**src/rtl/cpu_pipe_pkg.sv**
```systemverilog
// cpu_pipe_pkg
// Shared definitions for the CPU pipeline stage registers.
//   - Control-bundle field widths and bit offsets.
//   - Bubble (no-op) control constants for each stage.
//   - Pack/unpack helpers between the field struct and the flat bundle.
// There are no ports. Modules use this package through import cpu_pipe_pkg::*.
package cpu_pipe_pkg;

    // Control field widths
    localparam int PC_SEL_W    = 2;
    localparam int REG_WRITE_W = 2;
    localparam int MEM_WRITE_W = 1;
    localparam int BRANCH_W    = 1;
    localparam int ALU_CTRL_W  = 4;
    localparam int OP_B_SEL_W  = 1;
    localparam int REG_WE_W    = 1;

    // Bit offsets within the flat control bundle (LSB first)
    localparam int PC_SEL_LSB    = 0;
    localparam int REG_WRITE_LSB = PC_SEL_LSB    + PC_SEL_W;
    localparam int MEM_WRITE_LSB = REG_WRITE_LSB + REG_WRITE_W;
    localparam int BRANCH_LSB    = MEM_WRITE_LSB + MEM_WRITE_W;
    localparam int ALU_CTRL_LSB  = BRANCH_LSB    + BRANCH_W;
    localparam int OP_B_SEL_LSB  = ALU_CTRL_LSB  + ALU_CTRL_W;
    localparam int REG_WE_LSB    = OP_B_SEL_LSB  + OP_B_SEL_W;
    localparam int CTRL_FIELDS_W = REG_WE_LSB    + REG_WE_W;

    // The flat bundle is wider than the fields. The spare upper bits leave room to grow.
    localparam int STAGE_CTRL_W = 16;

    // Declare members MSB first so that each bit position matches the *_LSB offsets above.
    typedef struct packed {
        logic [REG_WE_W-1:0]    reg_we;
        logic [OP_B_SEL_W-1:0]  op_b_sel;
        logic [ALU_CTRL_W-1:0]  alu_ctrl;
        logic [BRANCH_W-1:0]    branch;
        logic [MEM_WRITE_W-1:0] mem_write;
        logic [REG_WRITE_W-1:0] reg_write;
        logic [PC_SEL_W-1:0]    pc_sel;
    } ctrl_fields_t;

    // Bubble control per stage. All enables are off, so a bubble never writes state.
    localparam logic [STAGE_CTRL_W-1:0] IF_ID_CTRL_BUBBLE  = '0;
    localparam logic [STAGE_CTRL_W-1:0] ID_EX_CTRL_BUBBLE  = '0;
    localparam logic [STAGE_CTRL_W-1:0] EX_MEM_CTRL_BUBBLE = '0;
    localparam logic [STAGE_CTRL_W-1:0] MEM_WB_CTRL_BUBBLE = '0;

    function automatic logic [STAGE_CTRL_W-1:0] pack_ctrl(input ctrl_fields_t f);
        return {{(STAGE_CTRL_W-CTRL_FIELDS_W){1'b0}}, f};
    endfunction

    function automatic ctrl_fields_t unpack_ctrl(input logic [STAGE_CTRL_W-1:0] v);
        return ctrl_fields_t'(v[CTRL_FIELDS_W-1:0]);
    endfunction

endpackage

```
**src/rtl/pipe_sat_counter.sv**
```systemverilog
// pipe_sat_counter
// A saturating up-counter used for pipeline profiling.
// Ports:
//   clk, rst_n - clock, and reset (asynchronous, active-low)
//   inc        - add one this cycle; the count stops at all-ones
//   clr        - synchronous clear; takes priority over inc
//   count      - current count value
module pipe_sat_counter
    import cpu_pipe_pkg::*;
#(
    parameter int CNT_W = 16
) (
    input  logic             clk,
    input  logic             rst_n,
    input  logic             inc,
    input  logic             clr,
    output logic [CNT_W-1:0] count
);

    always_ff @(posedge clk or negedge rst_n) begin
        if (!rst_n) begin
            count <= '0;
        end else if (clr) begin
            count <= '0;
        end else if (inc && (count != {CNT_W{1'b1}})) begin
            count <= count + CNT_W'(1);
        end
    end

endmodule

```
**src/rtl/pipe_stage_reg.sv**
```systemverilog
// pipe_stage_reg
// A generic pipeline stage register. It carries a control bundle and a data bundle
// under a valid/ready handshake.
// Ports:
//   clk, rst_n          - clock, and reset (asynchronous, active-low)
//   flush_i             - kill every held entry and the incoming entry (highest priority)
//   stall_i             - freeze the stage: no transfer in and no transfer out
//   cnt_clr_i           - synchronous clear of both performance counters
//   in_valid_i/in_ready_o, in_ctrl_i, in_data_i     - upstream side
//   out_valid_o/out_ready_i, out_ctrl_o, out_data_o - downstream side
//   bubble_cnt_o        - saturating count of cycles with out_valid_o=0
//   stall_cnt_o         - saturating count of cycles where the head is valid but not taken
//
// Handshake: an entry moves across an interface on a rising edge only when valid and
// ready are both high in the cycle before that edge. Valid does not depend on ready.
// A transfer out also requires stall_i=0.
// Once valid is raised, the sender holds the entry until it is taken. A flush is the
// only exception.
module pipe_stage_reg
    import cpu_pipe_pkg::*;
#(
    parameter int                CTRL_W      = 16,
    parameter int                DATA_W      = 160,
    parameter logic [CTRL_W-1:0] CTRL_BUBBLE = {CTRL_W{1'b0}},
    parameter bit                SKID        = 1'b0,
    parameter int                CNT_W       = 16
) (
    input  logic              clk,
    input  logic              rst_n,
    input  logic              flush_i,
    input  logic              stall_i,
    input  logic              cnt_clr_i,
    input  logic              in_valid_i,
    output logic              in_ready_o,
    input  logic [CTRL_W-1:0] in_ctrl_i,
    input  logic [DATA_W-1:0] in_data_i,
    output logic              out_valid_o,
    input  logic              out_ready_i,
    output logic [CTRL_W-1:0] out_ctrl_o,
    output logic [DATA_W-1:0] out_data_o,
    output logic [CNT_W-1:0]  bubble_cnt_o,
    output logic [CNT_W-1:0]  stall_cnt_o
);

    logic              valid_q;
    logic [CTRL_W-1:0] ctrl_q;
    logic [DATA_W-1:0] data_q;
    logic              xfer_in;
    logic              xfer_out;

    assign xfer_in  = in_valid_i & in_ready_o;
    assign xfer_out = valid_q & out_ready_i & ~stall_i;

    generate
        if (SKID == 1'b0) begin : g_single
            // The ready path is combinational through out_ready_i.
            assign in_ready_o = ~stall_i & (~valid_q | out_ready_i);

            always_ff @(posedge clk or negedge rst_n) begin
                if (!rst_n) begin
                    valid_q <= 1'b0;
                    ctrl_q  <= CTRL_BUBBLE;
                    data_q  <= '0;
                end else if (flush_i) begin
                    valid_q <= 1'b0;
                    ctrl_q  <= CTRL_BUBBLE;
                end else if (xfer_in) begin
                    valid_q <= 1'b1;
                    ctrl_q  <= in_ctrl_i;
                    data_q  <= in_data_i;
                end else if (xfer_out) begin
                    valid_q <= 1'b0;
                    ctrl_q  <= CTRL_BUBBLE;
                end
            end
        end else begin : g_skid
            logic              skid_valid;
            logic [CTRL_W-1:0] skid_ctrl;
            logic [DATA_W-1:0] skid_data;

            // Ready depends only on registered state, plus stall_i.
            // The skid entry catches the one entry accepted while main could not drain.
            assign in_ready_o = ~skid_valid & ~stall_i;

            always_ff @(posedge clk or negedge rst_n) begin
                if (!rst_n) begin
                    valid_q    <= 1'b0;
                    ctrl_q     <= CTRL_BUBBLE;
                    data_q     <= '0;
                    skid_valid <= 1'b0;
                    skid_ctrl  <= CTRL_BUBBLE;
                    skid_data  <= '0;
                end else if (flush_i) begin
                    valid_q    <= 1'b0;
                    ctrl_q     <= CTRL_BUBBLE;
                    skid_valid <= 1'b0;
                    skid_ctrl  <= CTRL_BUBBLE;
                end else if (xfer_out) begin
                    if (skid_valid) begin
                        // in_ready_o is low while skid is full, so no entry can arrive
                        // in this same cycle.
                        ctrl_q     <= skid_ctrl;
                        data_q     <= skid_data;
                        skid_valid <= 1'b0;
                        skid_ctrl  <= CTRL_BUBBLE;
                    end else if (xfer_in) begin
                        ctrl_q <= in_ctrl_i;
                        data_q <= in_data_i;
                    end else begin
                        valid_q <= 1'b0;
                        ctrl_q  <= CTRL_BUBBLE;
                    end
                end else if (xfer_in) begin
                    if (valid_q) begin
                        skid_valid <= 1'b1;
                        skid_ctrl  <= in_ctrl_i;
                        skid_data  <= in_data_i;
                    end else begin
                        valid_q <= 1'b1;
                        ctrl_q  <= in_ctrl_i;
                        data_q  <= in_data_i;
                    end
                end
            end
        end
    endgenerate

    assign out_valid_o = valid_q;
    // Mask the control bundle so downstream never sees stale write enables.
    assign out_ctrl_o  = valid_q ? ctrl_q : CTRL_BUBBLE;
    assign out_data_o  = data_q;

    pipe_sat_counter #(.CNT_W(CNT_W)) u_bubble_cnt (
        .clk   (clk),
        .rst_n (rst_n),
        .inc   (~valid_q),
        .clr   (cnt_clr_i),
        .count (bubble_cnt_o)
    );

    pipe_sat_counter #(.CNT_W(CNT_W)) u_stall_cnt (
        .clk   (clk),
        .rst_n (rst_n),
        .inc   (valid_q & ~xfer_out),
        .clr   (cnt_clr_i),
        .count (stall_cnt_o)
    );

endmodule
```
**config.mk**
```make
export PLATFORM = sky130hd
export DESIGN_NAME = pipe_stage_reg
export DESIGN_NICKNAME = d
export VERILOG_FILES = /design/src/rtl/cpu_pipe_pkg.sv /design/src/rtl/pipe_sat_counter.sv /design/src/rtl/pipe_stage_reg.sv
export SDC_FILE = /design/constraint.sdc
export NUM_CORES = 1
export LEC_CHECK = 0
export ABC_AREA = 1
export CAP_MARGIN = 0
export CORE_MARGIN = 2
export CORE_UTILIZATION = 38
export CTS_BUF_LIST = sky130_fd_sc_hd__clkbuf_4 sky130_fd_sc_hd__clkbuf_8 sky130_fd_sc_hd__clkbuf_16
export DETAILED_ROUTE_END_ITERATION = 8
export PLACE_DENSITY_LB_ADDON = 0.08
export SETUP_SLACK_MARGIN = 0.2
export SLEW_MARGIN = 20
export SYNTH_ARGS = -nofsm -noshare
export SYNTH_HDL_FRONTEND = slang
export SYNTH_SLANG_ARGS = --single-unit
```
**constraint.sdc**
```tcl
create_clock -name clk -period 1.4 [get_ports clk]
set_input_delay 0.14 -clock clk [delete_from_list [all_inputs] [get_ports clk]]
set_output_delay 0.14 -clock clk [all_outputs]
set_load 0.02 [all_outputs]
```
==> impl_metrics.tcl <==
set metrics [dict create \
    status "complete, but fails checks" \
    failed_checks "negative setup slack" \
    path_class "flip-flop to flip-flop" \
    yosysMostFrequentCell "nand2_1" \
    peakVddDrop_mv 0.8152 \
    grt_pass1_vias 8579 \
    avgSynthCellArea_um2 8.212 \
    ys_warn_count 0 \
    hold_viol_final 0 \
    area_growth_pct 81.94 \
    gp_congestion 0.8390 \
    netlist_instances 1081 \
    yosysTopAreaCellShare 0.5891 \
    cp-start-kind "flip-flop" \
    holdCritPathClass "primary input to asynchronous set/reset pin" \
    cp.arrival_ps 1960 \
    seqPwrFrac 0.401 \
    cp.required_ps 1830 \
    synth_ff_type "dfrtp_1" \
    insertion_delay_ps 500 \
    n_fill_cell 1768 \
    die_h_um 156.8 \
    r2r-start "out_valid_o" \
    power.density_nw_per_um2 1173 \
    slew_headroom 0.7787 \
    die_w_um 156.8 \
    place_area_um2 13930 \
    fin_crit_ps 1531 \
    finalPower_mw 18.94 \
    rsz0062_at_grt "true" \
    switching_share 0.3069 \
    p_leak_nw 8.462 \
    synth_seq_cells 209 \
    hpwl_um 21760 \
    firstDrtPassIters 4 \
    grt_antenna_before_repair 2 \
    ys_seq_area_frac 0.5891 \
    cp-end-kind "flip-flop" \
    power_frac_comb 0.293 \
    fin_area_um2 16150 \
    seq_area_um2 5259 \
    drt_wl_total_um 31950 \
    cts.sinks 209 \
    viasPerCell 4.600 \
    clkTransAtPathRegs_ps 60 \
    drt_iter0_drc 414 \
    io_buffers 392 \
    drv_cap 0 \
    numCtsBuffers 23 \
    skew_ps 8.998 \
    synth_common_cells "nand2_1, dfrtp_1, nand3_1" \
    start_util 0.3897 \
    nNetsFinal 1801 \
    clockRootBuffer "clkbuf_16" \
    grt_usage 0.2367 \
    grt_max_degree 61 \
    fp.coreArea_um2 22780 \
    cts_tree "done" \
    worstPathMaxFanout 7 \
    grt_overflow_total 0 \
    wl_per_cell_um 16.43 \
    synthArstFlopShare 1.000 \
    drc_errors 0 \
    vias 8947 \
    yosys.area.top_type "dfrtp_1" \
    dp_slack_ps -385.8 \
    p_clk_frac 0.306 \
    startpoint "out_valid_o" \
    multi_input_area_um2 3617 \
    synth_edf_count 0 \
    max_freq_ghz 0.6531 \
    drtAntennaViolNets 0 \
    dieArea_um2 24600 \
    htree_levels 1 \
    fin_ws_ps -131.3 \
    tightest_slew_ps 332.0 \
    rows 55 \
    setup_viol 223 \
    grt_pass1_wl_um 45710 \
    switchingPower_mw 5.813 \
    clk_path_buf_depth 3 \
    slew_viol_final 0 \
    io_pins 393 \
    synth_area_leaders "dfrtp_1, nand2_1, nand3_1" \
    synth_area_um2 8877 \
    p_int_mw 13.13 \
    synthDistinctLibCells 26 \
    fin_crit_sh 1.094 \
    layout-drive-gt1-share 0.3256 \
    syn_nets 1266 \
]
-- logic make-up after synthesis --
logic type                 Yosys count  synth area share
adders and majority gates            2          0.002818
xor gates and xnor gates             8          0.007893
and+or+nand+nor                    764            0.3477
DFF                                209            0.5891
AOI/OAI and AO/OA                    8          0.006060
buffers and inverters               90           0.04637
-- worst max-delay path, cell delays in order, from the launching register on --
cell	delay, ps
dfrtp_2	470
o21ai_4	170
nand2_4	70
nor2_4	120
buf_12	160
clkbuf_16	180
clkbuf_16	160
nand2_2	50
nand2_1	70
-- placed cells by master (no fill, tap or decap), types with 2 or more instances in the layout --
| master | n |
|---|---|
| nor2_4 | 11 |
| nand3_2 | 4 |
| buf_2 | 6 |
| buf_16 | 4 |
| nor2_1 | 17 |
| buf_4 | 92 |
| dlygate4sd2_1 | 28 |
| clkbuf_16 | 37 |
| nand3_1 | 43 |
| xor2_1 | 8 |
| a21oi_1 | 3 |
| buf_12 | 15 |
| nand3b_1 | 3 |
| clkinv_2 | 5 |
| nor2_2 | 9 |
| inv_2 | 12 |
| dfrtp_2 | 23 |
| clkbuf_8 | 6 |
| inv_1 | 30 |
| nand2_1 | 573 |
| buf_6 | 211 |
| nand2_4 | 18 |
| buf_8 | 3 |
| clkbuf_4 | 6 |
| nand2_2 | 57 |
| nand4_1 | 24 |
| clkdlybuf4s50_1 | 181 |
| ha_4 | 2 |
| dfrtp_1 | 186 |
-- state kept, by name, summed over array words and instances, names as in the netlist --
register            count
out_valid_o             1
u_bubble_cnt.count     16
ctrl_q                 16
u_stall_cnt.count      16
out_data_o            160
-- power by group through the flow --
| stage | Sequential, mW | Clock (mW) | Combinational, mW |
|---|---|---|---|
| 2_1_floorplan | 8.61 | 0 | 0.990 |
| 3_3_place_gp | 7.54 | 0 | 5.03 |
| 3_5_place_dp | 7.53 | 0 | 5.09 |
| 4_1_cts | 7.53 | 5.93 | 4.99 |
| 5_1_grt | 7.69 | 6.21 | 5.92 |
| 6_report | 7.60 | 5.80 | 5.54 |
-- per-layer routing --
metal,up-vias,GRT usage,part of all wire
li1,4390,-,-
met5,-,0,0.00034
met1,4211,0.2859,0.39
met4,2,0.06990,0.032
met3,62,0.06536,0.072
met2,282,0.4121,0.50
-- metrics by stage --
stage	hold WS [ps]	std cells	util	setup TNS, ps
final	92.84	1945	0.7091	-17360
after global routing	85.71	1945	0.7091	-30450
after global placement	36.40	1830	0.6116	-61020
after detailed placement	36.78	1830	0.6116	-66990
after floorplan	-155.6	1081	-	-27540
after CTS	69.49	1904	0.6622	-17430
-- cell type report --
class                   count  area share
repair buffers            556      0.3704
flip-flops and latches    209      0.3256
multi-input cells         782      0.2240
clock buffers              34     0.04268
well taps                 313     0.02425
inverters                  43     0.01046
clock inverters             6    0.002092
repair inverters            1   0.0003873
diodes                      1   0.0001549
-- final timing paths --
| check | endpoint | slack (ps) | cells past startpoint |
|---|---|---|---|
| worst max register to register | out_data_o[5] | -130 | 8 |
| worst min register to register | out_data_o[77] | 460 | 2 |
| worst min-delay path | u_bubble_cnt.count[13] | 90 | 2 |
| max in group asynchronous | out_data_o[100] | 720 | 3 |
| worst max-delay path | out_data_o[5] | -130 | 8 |
| min in group clk | out_data_o[29] | 170 | 3 |
-- what timing repair did --
item	CTS	global route
gates cloned	1	18
setup buffers	32	22
pin swaps	5	40
gates resized for setup	947	344
hold buffers	1	0
hold endpoints to repair	209	0
setup endpoints to repair	418	412
Power figures use the tool's default switching activity.
